**src/rtl/dfr_pkg.sv**
```systemverilog
// Shared types and helpers for the delay-feedback reservoir core.
package dfr_pkg;

    localparam int ETA_W = 4;

    typedef enum logic [1:0] {
        IDLE,
        SUM,
        NL_WAIT,
        SHIFT
    } dfr_state_t;

    // Unsigned add clamped to 2^w-1; operands must fit in 64 bits.
    function automatic logic [63:0] sat_add(input logic [63:0] a,
                                            input logic [63:0] b,
                                            input int unsigned w);
        logic [64:0] s;
        logic [64:0] lim;
        s   = {1'b0, a} + {1'b0, b};
        lim = (65'd1 << w) - 65'd1;
        return (s > lim) ? lim[63:0] : s[63:0];
    endfunction

endpackage

```
**src/rtl/reservoir_delay_line.sv**
```systemverilog
// Virtual-node storage: shift-in at node 0, random-access load, combinational readback.
module reservoir_delay_line #(
    parameter int NUM_VIRTUAL_NODES = 10,
    parameter int NODE_DATA_WIDTH   = 12,
    parameter int SEL_W             = $clog2(NUM_VIRTUAL_NODES)
) (
    input  logic                       clk,
    input  logic                       rst_n,
    input  logic                       shift_en,
    input  logic [NODE_DATA_WIDTH-1:0] shift_din,
    input  logic                       load_en,
    input  logic [SEL_W-1:0]           load_sel,
    input  logic [NODE_DATA_WIDTH-1:0] load_din,
    input  logic [SEL_W-1:0]           rd_sel,
    output logic [NODE_DATA_WIDTH-1:0] rd_data,
    output logic [NODE_DATA_WIDTH-1:0] last
);

    logic [NUM_VIRTUAL_NODES-1:0][NODE_DATA_WIDTH-1:0] nodes;

    // Out-of-range load indices match no node and fall through untouched.
    always_ff @(posedge clk or negedge rst_n) begin
        if (!rst_n) begin
            nodes <= '0;
        end else if (shift_en) begin
            nodes <= {nodes[NUM_VIRTUAL_NODES-2:0], shift_din};
        end else if (load_en) begin
            for (int k = 0; k < NUM_VIRTUAL_NODES; k++) begin
                if (load_sel == SEL_W'(k)) nodes[k] <= load_din;
            end
        end
    end

    always_comb begin
        rd_data = '0;
        for (int k = 0; k < NUM_VIRTUAL_NODES; k++) begin
            if (rd_sel == SEL_W'(k)) rd_data = nodes[k];
        end
    end

    assign last = nodes[NUM_VIRTUAL_NODES-1];

endmodule

```
**src/rtl/dfr_reservoir_core.sv**
```systemverilog
// Delay-feedback reservoir: input + scaled oldest node -> external nonlinearity -> node 0.
// Define DFR_NL_TIMEOUT_EN to bound the nonlinearity wait by NL_TIMEOUT cycles (sets sticky nl_err).
module dfr_reservoir_core
    import dfr_pkg::*;
#(
    parameter int NUM_VIRTUAL_NODES = 10,
    parameter int DATA_WIDTH        = 32,
    parameter int NODE_DATA_WIDTH   = 12,
    parameter int SUM_WIDTH         = 16,
    parameter int NL_TIMEOUT        = 1024
) (
    input  logic                                 clk,
    input  logic                                 rst_n,
    input  logic                                 en,
    input  logic [DATA_WIDTH-1:0]                din,
    input  logic                                 din_valid,
    output logic                                 din_ready,
    input  logic [ETA_W-1:0]                     eta,
    output logic                                 nl_req,
    output logic [SUM_WIDTH-1:0]                 nl_din,
    input  logic                                 nl_ack,
    input  logic [NODE_DATA_WIDTH-1:0]           nl_dout,
    input  logic                                 load_node,
    input  logic [NODE_DATA_WIDTH-1:0]           load_node_din,
    input  logic [$clog2(NUM_VIRTUAL_NODES)-1:0] node_sel,
    output logic [NODE_DATA_WIDTH-1:0]           node_dout,
    output logic [$clog2(NUM_VIRTUAL_NODES)-1:0] node_idx,
    output logic                                 frame_done,
    output logic                                 nl_err
);

    localparam int SEL_W = $clog2(NUM_VIRTUAL_NODES);
    localparam int PAD_W = SUM_WIDTH - NODE_DATA_WIDTH;

    if (NUM_VIRTUAL_NODES < 2 || PAD_W < 0 || DATA_WIDTH > 63 || NL_TIMEOUT < 1) begin : g_param_check
        $error("dfr_reservoir_core: unsupported parameter set");
    end

    dfr_state_t                 state_q, state_d;
    logic [SUM_WIDTH-1:0]       sum_q;
    logic [NODE_DATA_WIDTH-1:0] nl_res_q;
    logic [NODE_DATA_WIDTH-1:0] node_last;
    logic [SUM_WIDTH-1:0]       fb_base, fb;
    logic [63:0]                sum_sat;
    logic                       accept, shift_en, load_en, last_node, nl_timeout;

    assign din_ready  = (state_q == IDLE) && en && !load_node;
    assign accept     = din_ready && din_valid;
    assign load_en    = (state_q == IDLE) && load_node;
    assign shift_en   = (state_q == SHIFT);
    assign last_node  = (node_idx == SEL_W'(NUM_VIRTUAL_NODES - 1));
    assign frame_done = shift_en && last_node;
    assign nl_req     = (state_q == NL_WAIT);
    assign nl_din     = sum_q;

    // Oldest node is left-aligned into the sum width before the eta attenuation.
    always_comb begin
        fb_base = SUM_WIDTH'(node_last) << PAD_W;
        fb      = (32'(eta) >= SUM_WIDTH) ? '0 : (fb_base >> eta);
        sum_sat = sat_add(64'(din), 64'(fb), SUM_WIDTH);
    end

    always_comb begin
        state_d = state_q;
        unique case (state_q)
            IDLE:    if (accept) state_d = SUM;
            SUM:     state_d = NL_WAIT;
            NL_WAIT: if (nl_ack || nl_timeout) state_d = SHIFT;
            SHIFT:   state_d = IDLE;
            default: state_d = IDLE;
        endcase
    end

    always_ff @(posedge clk or negedge rst_n) begin
        if (!rst_n) begin
            state_q  <= IDLE;
            sum_q    <= '0;
            nl_res_q <= '0;
            node_idx <= '0;
        end else begin
            state_q <= state_d;
            if (accept) sum_q <= sum_sat[SUM_WIDTH-1:0];
            if (state_q == NL_WAIT) begin
                if (nl_ack)          nl_res_q <= nl_dout;
                else if (nl_timeout) nl_res_q <= '0;
            end
            if (shift_en) node_idx <= last_node ? '0 : node_idx + 1'b1;
        end
    end

`ifdef DFR_NL_TIMEOUT_EN
    localparam int TO_W = $clog2(NL_TIMEOUT + 1);
    logic [TO_W-1:0] to_cnt;
    logic            nl_err_q;

    assign nl_timeout = (state_q == NL_WAIT) && !nl_ack && (to_cnt == TO_W'(NL_TIMEOUT - 1));
    assign nl_err     = nl_err_q;

    always_ff @(posedge clk or negedge rst_n) begin
        if (!rst_n) begin
            to_cnt   <= '0;
            nl_err_q <= 1'b0;
        end else begin
            to_cnt <= (state_q == NL_WAIT) ? to_cnt + 1'b1 : '0;
            if (nl_timeout) nl_err_q <= 1'b1;
        end
    end
`else
    assign nl_timeout = 1'b0;
    assign nl_err     = 1'b0;
`endif

    reservoir_delay_line #(
        .NUM_VIRTUAL_NODES(NUM_VIRTUAL_NODES),
        .NODE_DATA_WIDTH  (NODE_DATA_WIDTH),
        .SEL_W            (SEL_W)
    ) u_delay_line (
        .clk      (clk),
        .rst_n    (rst_n),
        .shift_en (shift_en),
        .shift_din(nl_res_q),
        .load_en  (load_en),
        .load_sel (node_sel),
        .load_din (load_node_din),
        .rd_sel   (node_sel),
        .rd_data  (node_dout),
        .last     (node_last)
    );

endmodule
```
**config.mk**
```make
export PLATFORM = sky130hd
export DESIGN_NAME = dfr_reservoir_core
export DESIGN_NICKNAME = d
export VERILOG_FILES = /design/src/rtl/dfr_pkg.sv /design/src/rtl/reservoir_delay_line.sv /design/src/rtl/dfr_reservoir_core.sv
export SDC_FILE = /design/constraint.sdc
export NUM_CORES = 1
export LEC_CHECK = 0
export CAP_MARGIN = 20
export CORE_MARGIN = 2
export CORE_UTILIZATION = 35
export CTS_BUF_LIST = sky130_fd_sc_hd__clkbuf_8
export CTS_CLUSTER_SIZE = 30
export DETAILED_ROUTE_END_ITERATION = 12
export PLACE_DENSITY = 0.61
export REMOVE_ABC_BUFFERS = 1
export SETUP_SLACK_MARGIN = 0.5
export SLEW_MARGIN = 20
export SYNTH_ARGS = -nofsm -noshare
export SYNTH_HDL_FRONTEND = slang
export SYNTH_SLANG_ARGS = --single-unit
```
**constraint.sdc**
```tcl
create_clock -name clk -period 11.15 [get_ports clk]
set_input_delay 1.6725 -clock clk [delete_from_list [all_inputs] [get_ports clk]]
set_output_delay 1.6725 -clock clk [all_outputs]
set_load 0.02 [all_outputs]
```
==> qor.csv <==
metric,value,unit
register-to-register setup slack,6650,ps
crit path max fanout,12,
global-route wire length before repair,41.74,mm
number of global-route vias before repair,7696,
#FFs+latches synth,154,
Sink Count,154,
Setup TNS,0,ps
IO buf count,104,
GP Congestion,0.8972,
H-tree Lvls,4,
drt total wl,25.41,mm
initial antenna violation count,0,
post-synthesis cell count,1086,
Layout area overhead,17.85,%
cell breakdown of the critical path,clkdlybuf4s50_1 > nor4_2 > buf_4 > nand2_1 > nand4_1 > o21ai_0 > nand2_1 > mux2i_1 > a21oi_1 > clkdlybuf4s50_1,
WHS Path Cells,2,
post-route ant nets,0,
hold path endpoint,u_delay_line.nodes[7]$_DFFE_PN0P_,
"FFs w/ async S/R, synth",1.000,
slowest CP cell,nor4_2,
Syn Std Cell Area,9625,µm²
"CP delay by family, top",buffers and inverters,
# rows,60,
postcts setup bufs,0,
cts bufs inserted,17,
Core ar.,26950,µm²
die width,169.8,µm
Tcrit/Tclk final,0.5671,
Worst slew margin,0.3678,
fin crit period,6323,ps
pwr/cell area,207.2,nW/µm²
worst-case clock skew,15.01,ps
# setup viols final,0,
Overall Global Routing Usage,0.1789,
Synth Flop Type,dfrtp_1,
Die Ht,169.8,µm
ANT cells,0,
Yosys cell types,66,
"top cells by area, synth","dfrtp_1 40%, mux2i_1 14%, o21ai_0 7.7%, nand2_1 6.9%, clkbuf_1 2.7%",
share of cells above drive strength 1,0.08492,
endpoint class of the critical path,output port,
register area share after synthesis,0.4004,
"EDFF count, synth",0,
Post-DP HPWL,18.14,mm
achievable frequency,0.1582,GHz
worst path bufs/invs,3,
via count of the routed design,8344,
Slew @ Worst Pin,944.9,ps
HP Class,flip-flop to flip-flop,
die area,28840,µm²
CP Class,primary input to output port,
largest area contributor in the netlist,dfrtp_1,
Max Cap Viol,0,
Fillers,2642,
detailed-route wire length per cell,17.00,µm
HP Start,nl_res_q[7]$_DFFE_PN0P_,
Reg-to-Reg End,nl_din[3]$_DFFE_PN0P_,
I/O Pins,106,
critical path's largest stage delay,740,ps
CTS root buf,clkbuf_8,
Max VDD drop,120.2,µV
final core occ,0.4209,
max-slew violations,0,
Ys Warns,0,
largest net degree at the start of global routing,99,
status,"complete, no violations",
type of origin of the critical path,primary input,
CTS Buffer Depth,2,
mean area per synthesized cell,8.863,µm²
Reg-to-Reg Start,u_delay_line.last[7]$_DFFE_PN0P_,
Lkg Pwr,4.338,nW
Nets,1232,
Post-CTS Resized,0,
CTS tree,yes,
share of the synthesized area in the top cell type,0.4004,
Pre-Repair DR Iteration Count,6,
worst r2r path cells,16,
RSZ-0062 raised after global routing,no,
worst skew pair latency,460,ps
vias per cell,5.581,
crit path DAT,4650,ps
Overflow after GRT,0,
Fin. Hold Viols,0,
Iter 0 DRT Violations,919,
CP required,9480,ps
"CTS clk-pin slew, worst paths",100,ps
Initial Utilization,0.3571,
hold_buf cts,0,
DR DRC count,0,
## placed cells by master (no fill, tap or decap), types with 3 or more instances in the layout
| cell | count |
|---|---|
| o22ai_1 | 5 |
| nor2b_1 | 7 |
| or2_2 | 3 |
| inv_1 | 18 |
| dfrtp_1 | 154 |
| o21ai_0 | 149 |
| a221oi_1 | 6 |
| buf_4 | 17 |
| nor4_2 | 4 |
| nand3_1 | 20 |
| clkdlybuf4s50_1 | 103 |
| mux2_2 | 20 |
| nor3b_1 | 4 |
| or3_1 | 3 |
| a211oi_1 | 5 |
| nor3_1 | 11 |
| a222oi_1 | 15 |
| and3_1 | 15 |
| o21a_1 | 5 |
| clkbuf_8 | 17 |
| nand2b_1 | 9 |
| ha_1 | 19 |
| mux2i_1 | 134 |
| a22oi_1 | 17 |
| a21oi_1 | 43 |
| a21oi_2 | 10 |
| nand4_1 | 21 |
| xor2_1 | 8 |
| a21o_1 | 7 |
| inv_6 | 3 |
| inv_8 | 4 |
| nor4_1 | 4 |
| nor2_1 | 57 |
| xnor2_1 | 8 |
| nand2_1 | 178 |
## final cells by class
type                    count  area, µm²  area share
multi-input cells         829       5410      0.4769
flip-flops and latches    154       3854      0.3397
repair buffers            121       1170      0.1031
well taps                 341      426.7     0.03761
clock buffers              17      234.0     0.02063
clock inverters            15      181.4     0.01599
inverters                  18      67.56    0.005956
## worst max path at each step
| stage | slack, ps | cells past startpoint | startpoint | endpoint |
|---|---|---|---|---|
| after floorplan | 4310 | 3 | state_q[0]$_DFFE_PN0P_ | frame_done |
| after global placement | 4220 | 16 | eta[0] | nl_din[1]$_DFFE_PN0P_ |
| after detailed placement | 4080 | 16 | eta[0] | nl_din[3]$_DFFE_PN0P_ |
| after CTS | 4580 | 16 | eta[0] | nl_din[2]$_DFFE_PN0P_ |
| after global routing | 4480 | 17 | eta[0] | nl_din[0]$_DFFE_PN0P_ |
| final | 4830 | 10 | node_sel[0] | node_dout[1] |
## cell usage after synthesis, types with 2 or more instances
master,number
and3_1,15
a222oi_1,15
buf_4,2
xnor2_1,8
buf_2,5
nand2b_1,9
a221oi_1,6
xor2_1,8
o21ai_1,2
nor3b_1,4
dfrtp_1,154
a31oi_1,2
mux2i_1,134
nand2_1,178
nand4_1,21
a21o_1,7
buf_1,7
nor3_1,13
mux2_2,20
a21oi_1,43
or3_1,3
o21ai_0,149
clkbuf_1,69
nand3_1,20
inv_1,17
a211oi_1,5
ha_1,20
o21a_1,5
or2_2,3
nor2b_1,7
o211ai_1,2
nor4_1,8
o22ai_1,5
o2bb2ai_1,2
a21oi_2,10
a211o_1,2
o2111ai_1,2
nor2_1,57
o31ai_1,2
a22oi_1,17
nand4b_1,2
a2111oi_2,2
## where the power goes
part	internal (mW)	leakage, nW	switching [mW]
clock network	0.208	0.213	0.246
registers	0.802	1.95	0.194
logic	0.388	2.18	0.512
## stage by stage
stage          std cells  instance area [µm²]  setup slack (ps)  total power [mW]  hold slack (ps)
2_1_floorplan       1001                 9284              4310             1.580            447.6
3_3_place_gp        1462                10920              4216             1.879            456.8
3_5_place_dp        1462                10920              4081             1.909            467.2
4_1_cts             1494                11340              4585             2.371            471.5
5_1_grt             1495                11340              4480             2.544            512.5
6_report            1495                11340              4827             2.350            477.3
## sequential cells by signal (all words and copies together), names as in the netlist
| register | cells |
|---|---|
| nl_res_q | 12 |
| u_delay_line.last | 12 |
| u_delay_line.nodes | 108 |
| node_idx | 4 |
| nl_din | 16 |
| state_q | 2 |
## kinds of logic after synthesis
family	after synthesis	synth area share
fa+ha+maj	21	0.02808
mux	154	0.1627
compound gates	293	0.1913
other cells	1	0.0003896
buf+inv	103	0.04250
flops	154	0.4004
simple gates	344	0.1600
xor+xnor	16	0.01456
## worst register-to-register path: cells and delay by family (launching register included)
family	cells	cell delay, ps
muxes	2	410
buffers and inverters	1	310
DFF	1	440
AOI/OAI and AO/OA	9	2150
adders and majority gates	1	380
and+or+nand+nor	3	690
## routing by layer
| metal | routed length, µm | GRT usage |
|---|---|---|
| met1 | 11990 | 0.2528 |
| met2 | 11820 | 0.2880 |
| met3 | 1264 | 0.02837 |
| met4 | 331 | 0.04236 |
| met5 | 0 | 0 |
Power figures use the tool's default switching activity.
